==> src/rtl/sonar_driver.sv <==
// Ultrasonic range-finder driver: trigger pulse, echo timing, distance in cm.
// Latency: trig/ready change the cycle after measure is sampled; distance updates 3 cycles after echo falls.
// Backpressure: none; measure is only accepted while ready is high and never queued.
module sonar_driver #(
  parameter int unsigned TRIG_CYCLES    = 500,
  parameter int unsigned CM_CYCLES      = 2900,
  parameter int unsigned TIMEOUT_CYCLES = 1_900_000,
  parameter int unsigned HOLDOFF_CYCLES = 500_000
) (
  input  logic       clk,
  input  logic       rst_n,
  input  logic       measure,
  input  logic       echo,
  output logic       trig,
  output logic       ready,
  output logic [7:0] distance
);

  localparam int unsigned PH_MAX = (TRIG_CYCLES > HOLDOFF_CYCLES) ? TRIG_CYCLES : HOLDOFF_CYCLES;
  localparam int unsigned PH_W   = $clog2(PH_MAX + 1);
  localparam int unsigned TO_W   = $clog2(TIMEOUT_CYCLES + 1);
  localparam int unsigned PS_W   = $clog2(CM_CYCLES + 1);

  typedef enum logic [2:0] {
    S_IDLE,
    S_TRIG,
    S_WAIT_RISE,
    S_MEASURE,
    S_HOLDOFF
  } state_t;

  state_t          state_q, state_d;
  logic [PH_W-1:0] phase_q, phase_d;   // shared by TRIG and HOLDOFF, never active together
  logic [TO_W-1:0] tmo_q, tmo_d;
  logic [PS_W-1:0] presc_q, presc_d;
  logic [7:0]      cm_q, cm_d;
  logic [7:0]      dist_q, dist_d;
  logic            trig_q, ready_q;
  logic [1:0]      sync_q;
  logic            echo_dly_q;
  logic            echo_s;
  logic            echo_rise, echo_fall;
  logic            cm_tick;

  assign echo_s    = sync_q[1];
  assign echo_rise = echo_s & ~echo_dly_q;
  assign echo_fall = ~echo_s & echo_dly_q;

  // Two-flop synchronizer for the asynchronous echo, plus one delayed copy for edge detection.
  always_ff @(posedge clk or negedge rst_n) begin
    if (!rst_n) begin
      sync_q     <= 2'b00;
      echo_dly_q <= 1'b0;
    end else begin
      sync_q     <= {sync_q[0], echo};
      echo_dly_q <= echo_s;
    end
  end

  // State, counters and registered outputs.
  always_ff @(posedge clk or negedge rst_n) begin
    if (!rst_n) begin
      state_q <= S_IDLE;
      phase_q <= '0;
      tmo_q   <= '0;
      presc_q <= '0;
      cm_q    <= '0;
      dist_q  <= 8'h00;
      trig_q  <= 1'b0;
      ready_q <= 1'b1;
    end else begin
      state_q <= state_d;
      phase_q <= phase_d;
      tmo_q   <= tmo_d;
      presc_q <= presc_d;
      cm_q    <= cm_d;
      dist_q  <= dist_d;
      trig_q  <= (state_d == S_TRIG);
      ready_q <= (state_d == S_IDLE);
    end
  end

  // Next-state logic; the rising-edge cycle counts as the first echo-high tick.
  always_comb begin
    state_d = state_q;
    phase_d = phase_q;
    tmo_d   = tmo_q;
    presc_d = presc_q;
    cm_d    = cm_q;
    dist_d  = dist_q;
    cm_tick = 1'b0;

    case (state_q)
      S_IDLE: begin
        if (measure) begin
          state_d = S_TRIG;
          phase_d = '0;
          tmo_d   = '0;
          presc_d = '0;
          cm_d    = '0;
        end
      end

      S_TRIG: begin
        if (phase_q == PH_W'(TRIG_CYCLES - 1)) begin
          state_d = S_WAIT_RISE;
          phase_d = '0;
        end else begin
          phase_d = phase_q + PH_W'(1);
        end
      end

      S_WAIT_RISE: begin
        tmo_d = tmo_q + TO_W'(1);
        if (tmo_q == TO_W'(TIMEOUT_CYCLES - 1)) begin
          dist_d  = 8'hFF;
          state_d = S_HOLDOFF;
          phase_d = '0;
        end else if (echo_rise) begin
          state_d = S_MEASURE;
          cm_tick = 1'b1;
        end
      end

      S_MEASURE: begin
        tmo_d = tmo_q + TO_W'(1);
        // Echo fall takes priority over a coincident timeout.
        if (echo_fall) begin
          dist_d  = cm_q;
          state_d = S_HOLDOFF;
          phase_d = '0;
        end else if (tmo_q == TO_W'(TIMEOUT_CYCLES - 1)) begin
          dist_d  = 8'hFF;
          state_d = S_HOLDOFF;
          phase_d = '0;
        end else begin
          cm_tick = 1'b1;
        end
      end

      S_HOLDOFF: begin
        if (phase_q == PH_W'(HOLDOFF_CYCLES - 1)) begin
          state_d = S_IDLE;
          phase_d = '0;
        end else begin
          phase_d = phase_q + PH_W'(1);
        end
      end

      default: begin
        state_d = S_IDLE;
      end
    endcase

    // Prescaler wrap advances the centimetre count, which saturates at 255 (reported as 8'hFF).
    if (cm_tick) begin
      if (presc_q == PS_W'(CM_CYCLES - 1)) begin
        presc_d = '0;
        cm_d    = (cm_q == 8'hFF) ? 8'hFF : cm_q + 8'd1;
      end else begin
        presc_d = presc_q + PS_W'(1);
      end
    end
  end

  assign trig     = trig_q;
  assign ready    = ready_q;
  assign distance = dist_q;

endmodule

==> config.mk <==
export PLATFORM = sky130hd
export DESIGN_NAME = sonar_driver
export DESIGN_NICKNAME = d
export VERILOG_FILES = /design/src/rtl/sonar_driver.sv
export SDC_FILE = /design/constraint.sdc
export NUM_CORES = 1
export LEC_CHECK = 0
export BUFFER_PORTS_ARGS = -buffer_cell sky130_fd_sc_hd__buf_2
export CORE_ASPECT_RATIO = 2
export CORE_UTILIZATION = 40
export DETAILED_ROUTE_END_ITERATION = 8
export MAX_ROUTING_LAYER = met4
export PLACE_DENSITY_LB_ADDON = 0.1
export SLEW_MARGIN = 30
export SYNTH_ARGS = -nofsm -noshare
export SYNTH_HDL_FRONTEND = slang
export SYNTH_SLANG_ARGS = --single-unit
==> constraint.sdc <==
create_clock -name clk -period 5.2 [get_ports clk]
set_input_delay 1.04 -clock clk [delete_from_list [all_inputs] [get_ports clk]]
set_output_delay 1.04 -clock clk [all_outputs]
set_load 0.02 [all_outputs]
==> results_dict.tcl, run 1 <==
set metrics [dict create \
    slew_headroom 0.404 \
    status "complete, no violations" \
    layout_common_cells "75 x dfrtp_1, 44 x nand2_1, 39 x o21ai_0, 25 x nor2_1, 23 x nand3_1" \
    ys_warn_count 0 \
    ir_drop_mv 0.162 \
    crit_fanout 12 \
    clock_latency_ns 0.34 \
    grt_overflow 0 \
    r2r_slack_ns 2.71 \
    drv_slew 0 \
    layout.nets 448 \
    cts_setup_buffers 0 \
    initial_core_util 0.416 \
    rows 51 \
    critPathKind "flip-flop to flip-flop" \
    fillers 988 \
    clockBufferDepth 2 \
    ys_types 62 \
    boundaryPins 14 \
    cap_violations 0 \
    postRouteAntennaNets 0 \
    clock.fmax_mhz 401 \
    die_w_um 73.5 \
    path_clk_slew_ns 0.06 \
    cts_made_buffers 9 \
    firstDrtPassIters 4 \
    grt_usage 0.213 \
    grt_max_degree 77 \
    root_buffer "clkbuf_16" \
    worst_pin_slew_ns 0.892 \
    skew_ns 0.00724 \
    drc 0 \
    whs_ns 0.355 \
    numPortBuffers 13 \
    grt_pass1_vias 3407 \
    ff_latch_area_um2 1900 \
    drt-total-wl_um 10100 \
    layout_commonest_cell "dfrtp_1" \
    num_vias 3434 \
    diodes 0 \
    ctsHoldBuffers 0 \
    synth_edf_count 0 \
    min_path_type "flip-flop to flip-flop" \
    dp_hpwl_um 7170 \
    multiInputGateArea_um2 2040 \
    ys_seq_area_frac 0.465 \
    place_congestion 0.830 \
    synth_flop_cell "dfrtp_1" \
    timing.final.crit_period_ns 2.49 \
    worstPathArrival_ns 2.73 \
    crit_required_ns 5.44 \
    grt_pass1_wl_um 16700 \
    core_area_um2 9830 \
    async_flop_share 1.00 \
    powerDensity_nw_per_um2 327 \
    worst_setup_path_start_kind "flip-flop" \
    hold_viol_final 0 \
    area_growth_pct 10.1 \
    synth-seq-cells 76 \
    clock_sinks 76 \
    avgSynthCellArea_um2 9.45 \
    die_height_um 145 \
    htreeDepth 3 \
    rsz0062_at_grt "no" \
    fp.dieArea_um2 10700 \
    viasPerCell 5.95 \
    setup_viol 0 \
    cp-end-kind "flip-flop" \
    power_mw 1.47 \
    syn_inst 433 \
    tns_ns 0 \
    synth_nets 441 \
    drive_gt1_frac 0.110 \
    drt-initial-drc-count 186 \
    p_leak_nw 1.93 \
    cts_resized 0 \
    antenna_found_initial 0 \
    netlist_area_um2 4090 \
    cts_tree "yes" \
    wl_per_cell_um 17.6 \
    fin_crit_sh 0.479 \
]
[per-layer routing]
layer / track usage / part of all wire / up-vias
met2: 0.360 / 0.56 / 58
met3: 0.0375 / 0.025 / 22
met1: 0.230 / 0.38 / 1689
met5: - / 0 / -
met4: 0.110 / 0.031 / 0
li1: - / - / 1665
[stage by stage]
stage	setup slack [ns]	cell area [µm²]	cells	utilization
floorplan	3.32	4090	433	-
global placement	2.70	4230	561	0.430
detailed placement	2.69	4230	561	0.431
CTS	2.67	4500	577	0.458
global route	2.45	4500	577	0.458
finish	2.71	4500	577	0.458
[sequential cells by signal (all words and copies together) (netlist names)]
signal,cells
echo_dly_q,1
trig,1
presc_q,12
state_q,3
tmo_q,21
sync_q,2
ready,1
distance,8
phase_q,19
cm_q,8
[cell type report]
| class | count | share of cell area |
|---|---|---|
| clock buffer | 11 | 0.0539 |
| clock inverter | 5 | 0.00611 |
| timing repair buffer | 15 | 0.0192 |
| tap | 132 | 0.0367 |
| inverter | 10 | 0.00833 |
| multi-input combinational | 328 | 0.453 |
| sequential | 76 | 0.423 |
[cell families after synthesis]
| group | synth area share |
|---|---|
| mux | 0.0153 |
| fa+ha+maj | 0.0122 |
| xor+xnor | 0.00214 |
| buf+inv | 0.0358 |
| flops | 0.465 |
| simple gates | 0.250 |
| compound gates | 0.220 |
[cells in the mapped netlist, drive strengths merged (2+ instances only)]
| library cell | n | share of area |
|---|---|---|
| or3 | 2 | 0.0031 |
| nor4b | 2 | 0.0043 |
| o211ai | 13 | 0.024 |
| nor4 | 7 | 0.011 |
| nor3 | 19 | 0.030 |
| nor3b | 4 | 0.0073 |
| nand3 | 24 | 0.031 |
| buf | 12 | 0.020 |
| a211oi | 6 | 0.013 |
| and3 | 15 | 0.023 |
| and4bb | 2 | 0.0061 |
| a31oi | 9 | 0.017 |
| a221o | 5 | 0.012 |
| or2 | 3 | 0.0046 |
| a21oi | 12 | 0.017 |
| a211o | 2 | 0.0043 |
| inv | 10 | 0.0092 |
| o21ai | 40 | 0.049 |
| mux2 | 2 | 0.0055 |
| a311oi | 2 | 0.0043 |
| clkbuf | 7 | 0.0070 |
| o22a | 8 | 0.017 |
| o31ai | 8 | 0.015 |
| mux2i | 4 | 0.0098 |
| a22oi | 5 | 0.0092 |
| a22o | 2 | 0.0043 |
| o22ai | 11 | 0.017 |
| nor2b | 6 | 0.0092 |
| or4 | 3 | 0.0064 |
| dfrtp | 75 | 0.46 |
| nor2 | 25 | 0.023 |
| nand4 | 12 | 0.018 |
| ha | 4 | 0.012 |
| nand2b | 5 | 0.0076 |
| and4 | 6 | 0.013 |
| nand2 | 44 | 0.040 |
| and2 | 5 | 0.0076 |
| o211a | 2 | 0.0049 |
[path summary, 6_finish.rpt]
check / start / end / cells past startpoint
min in group asynchronous: rst_n / phase_q[9] / 1
min reg2reg: sync_q[0] / sync_q[1] / 0
min: sync_q[0] / sync_q[1] / 0
max in group asynchronous: rst_n / tmo_q[15] / 1
max: state_q[1] / cm_q[2] / 5
max reg2reg: state_q[1] / cm_q[2] / 5
[power breakdown]
group          total (mW)  internal (mW)  switching [mW]
registers           0.727          0.646          0.0808
logic               0.175         0.0719           0.103
clock network       0.573          0.333           0.240
total                1.47           1.05           0.424
[critical path: stages, from the launching register on]
cell and delay [ns]:
dfrtp_1 0.45, nor2b_1 0.60, o211ai_1 0.21, a211oi_2 0.71, a21oi_1 0.15, a311oi_1 0.27
No activity file was read; power rests on OpenSTA's default activity.
==> run 2, diff against run 1 <==
==> constraint.sdc (replaced) <==
create_clock -name clk -period 2.45 [get_ports clk]
set_input_delay 0.49 -clock clk [delete_from_list [all_inputs] [get_ports clk]]
set_output_delay 0.49 -clock clk [all_outputs]
set_load 0.02 [all_outputs]
==> run 2 against run 1 <==
Net effect:
- register-to-register slack got worse by 2.5 ns
- global-route usage increased by 1.1 points
- utilization increased by 1.8 points
- design area increased by 3.9%
- non-clock buffer count increased by 20
- cell count increased by 3.5%
- sequential share of layout area decreased by 1.6 points
- largest cell class unchanged
- sequential power increased by 110%
- critical path type unchanged
- die area unchanged
- clock skew increased by 0.0013 ns
- critical endpoint is now presc_q[8]
==> results_dict.tcl, run 2 (synthesis gave the netlist of run 1 again) <==
set metrics [dict create \
    status "complete, no violations" \
    drc 0 \
    die_w_um 73.5 \
    timing.rr.end "presc_q[8]" \
    initial_core_util 0.416 \
    grt_pass1_wl_um 17800 \
    path_clk_slew_ns 0.06 \
    numPortBuffers 13 \
    rows 51 \
    rsz0062_at_grt "no" \
    final_area_um2 4680 \
    crit_end "presc_q[8]" \
    boundaryPins 14 \
    fin_crit_sh 0.898 \
    worst_setup_path_start_kind "flip-flop" \
    tns_ns 0 \
    wl_per_cell_um 17.6 \
    fp.dieArea_um2 10700 \
    top_layer_used "met4" \
    grt_overflow 0 \
    hold_viol_final 0 \
    slew_headroom 0.555 \
    drt-met1-wl_um 3920 \
    cap_violations 0 \
    diodes 0 \
    core_area_um2 9830 \
    htreeDepth 3 \
    cts_tree "yes" \
    root_buffer "clkbuf_16" \
    timing.final.crit_period_ns 2.20 \
    crit_fanout 20 \
    layout.nets 468 \
    placed_cell_area_um2 4390 \
    dp_hpwl_um 7700 \
    worst_pin_slew_ns 0.661 \
    cts_setup_buffers 0 \
    setup_viol 0 \
    p_leak_nw 2.03 \
    viasPerCell 5.86 \
    clock.fmax_mhz 454 \
    critPathKind "flip-flop to flip-flop" \
    drt-total-wl_um 10500 \
    cts_resized 0 \
    wl_met2_um 5950 \
    layout_commonest_cell "dfrtp_1" \
    cts_made_buffers 9 \
    antenna_found_initial 0 \
    r2r_slack_ns 0.25 \
    die_height_um 145 \
    place_congestion 0.940 \
    worstPathArrival_ns 2.41 \
    crit_start "presc_q[0]" \
    largest_reg_flops 21 \
    crit_required_ns 2.66 \
    reg.largest.list "tmo_q x21, phase_q x19, presc_q x12" \
    num_vias 3500 \
    cp-end-kind "flip-flop" \
    grt_max_degree 58 \
    min_path_type "input pin to async pin" \
    drive_gt1_frac 0.146 \
    r2r_cells 6 \
    clock_sinks 76 \
    clock_latency_ns 0.34 \
    grt_pass1_vias 3602 \
    firstDrtPassIters 4 \
    wl_met3_um 225 \
    fillers 1000 \
    regMostFlops "tmo_q" \
    area_growth_pct 14.4 \
    layout_common_cells "75 x dfrtp_1, 44 x nand2_1, 39 x o21ai_0, 25 x nor2_1, 23 x nand3_1" \
    drt-initial-drc-count 155 \
    ir_drop_mv 0.429 \
    power_mw 3.24 \
    grt_usage 0.223 \
    postRouteAntennaNets 0 \
    clockBufferDepth 2 \
    ctsHoldBuffers 0 \
    skew_ns 0.00856 \
    powerDensity_nw_per_um2 692 \
    drv_slew 0 \
    timing.rr.start "presc_q[0]" \
]
run 2: cell types whose count changed in the layout (fill, tap and decap cells not counted):
cell and delta:
buf_4 +20, buf_6 -1, clkinvlp_4 +1, buf_12 +1, clkinv_2 -2, clkbuf_1 +1, bufinv_16 +1, clkbuf_8 -1
run 2: critical path: stages, from the launching register on:
cell and delay (ns):
dfrtp_1 0.37, ha_1 0.21, nor4b_1 0.40, nand4_1 0.21, o211a_1 0.36, and3_1 0.27, a221o_1 0.26
run 2: power by group:
| part | internal [mW] | switching [mW] | total (mW) |
|---|---|---|---|
| Clock | 0.786 | 0.515 | 1.30 |
| Combinational | 0.181 | 0.234 | 0.415 |
| Sequential | 1.37 | 0.154 | 1.53 |
run 2: stage by stage:
| stage | utilization | cells | setup WS, ns | hold slack [ns] |
|---|---|---|---|---|
| 2_1_floorplan | - | 433 | 0.605 | 0.194 |
| 3_3_place_gp | 0.447 | 581 | 0.333 | 0.333 |
| 3_5_place_dp | 0.447 | 581 | 0.252 | 0.335 |
| 4_1_cts | 0.476 | 597 | 0.239 | 0.0238 |
| 5_1_grt | 0.476 | 597 | 0.0602 | 0.0444 |
| 6_report | 0.476 | 597 | 0.249 | 0.0337 |
run 2: routing by layer:
layer | vias up | global-route usage
met3 | 27 | 0.0326
met5 | - | -
met2 | 48 | 0.384
met1 | 1718 | 0.240
li1 | 1707 | -
met4 | 0 | 0.115
run 2: how the worst min path moves through the flow:
stage                    from           to  slack (ns)  cells past startpoint
detailed placement  sync_q[0]    sync_q[1]        0.33                      0
global placement    sync_q[0]    sync_q[1]        0.33                      0
floorplan               rst_n      cm_q[0]        0.19                      0
global route            rst_n   presc_q[0]        0.04                      1
CTS                     rst_n  distance[4]        0.02                      1
finish                  rst_n         trig        0.03                      1
run 2: cell type report:
type | count | area (µm²) | area share
Clock inverter | 5 | 55.1 | 0.0118
Tap cell | 132 | 165 | 0.0353
Sequential cell | 76 | 1900 | 0.407
Inverter | 10 | 37.5 | 0.00802
Timing Repair Buffer | 35 | 245 | 0.0524
Multi-Input combinational cell | 328 | 2040 | 0.436
Clock buffer | 11 | 233 | 0.0497
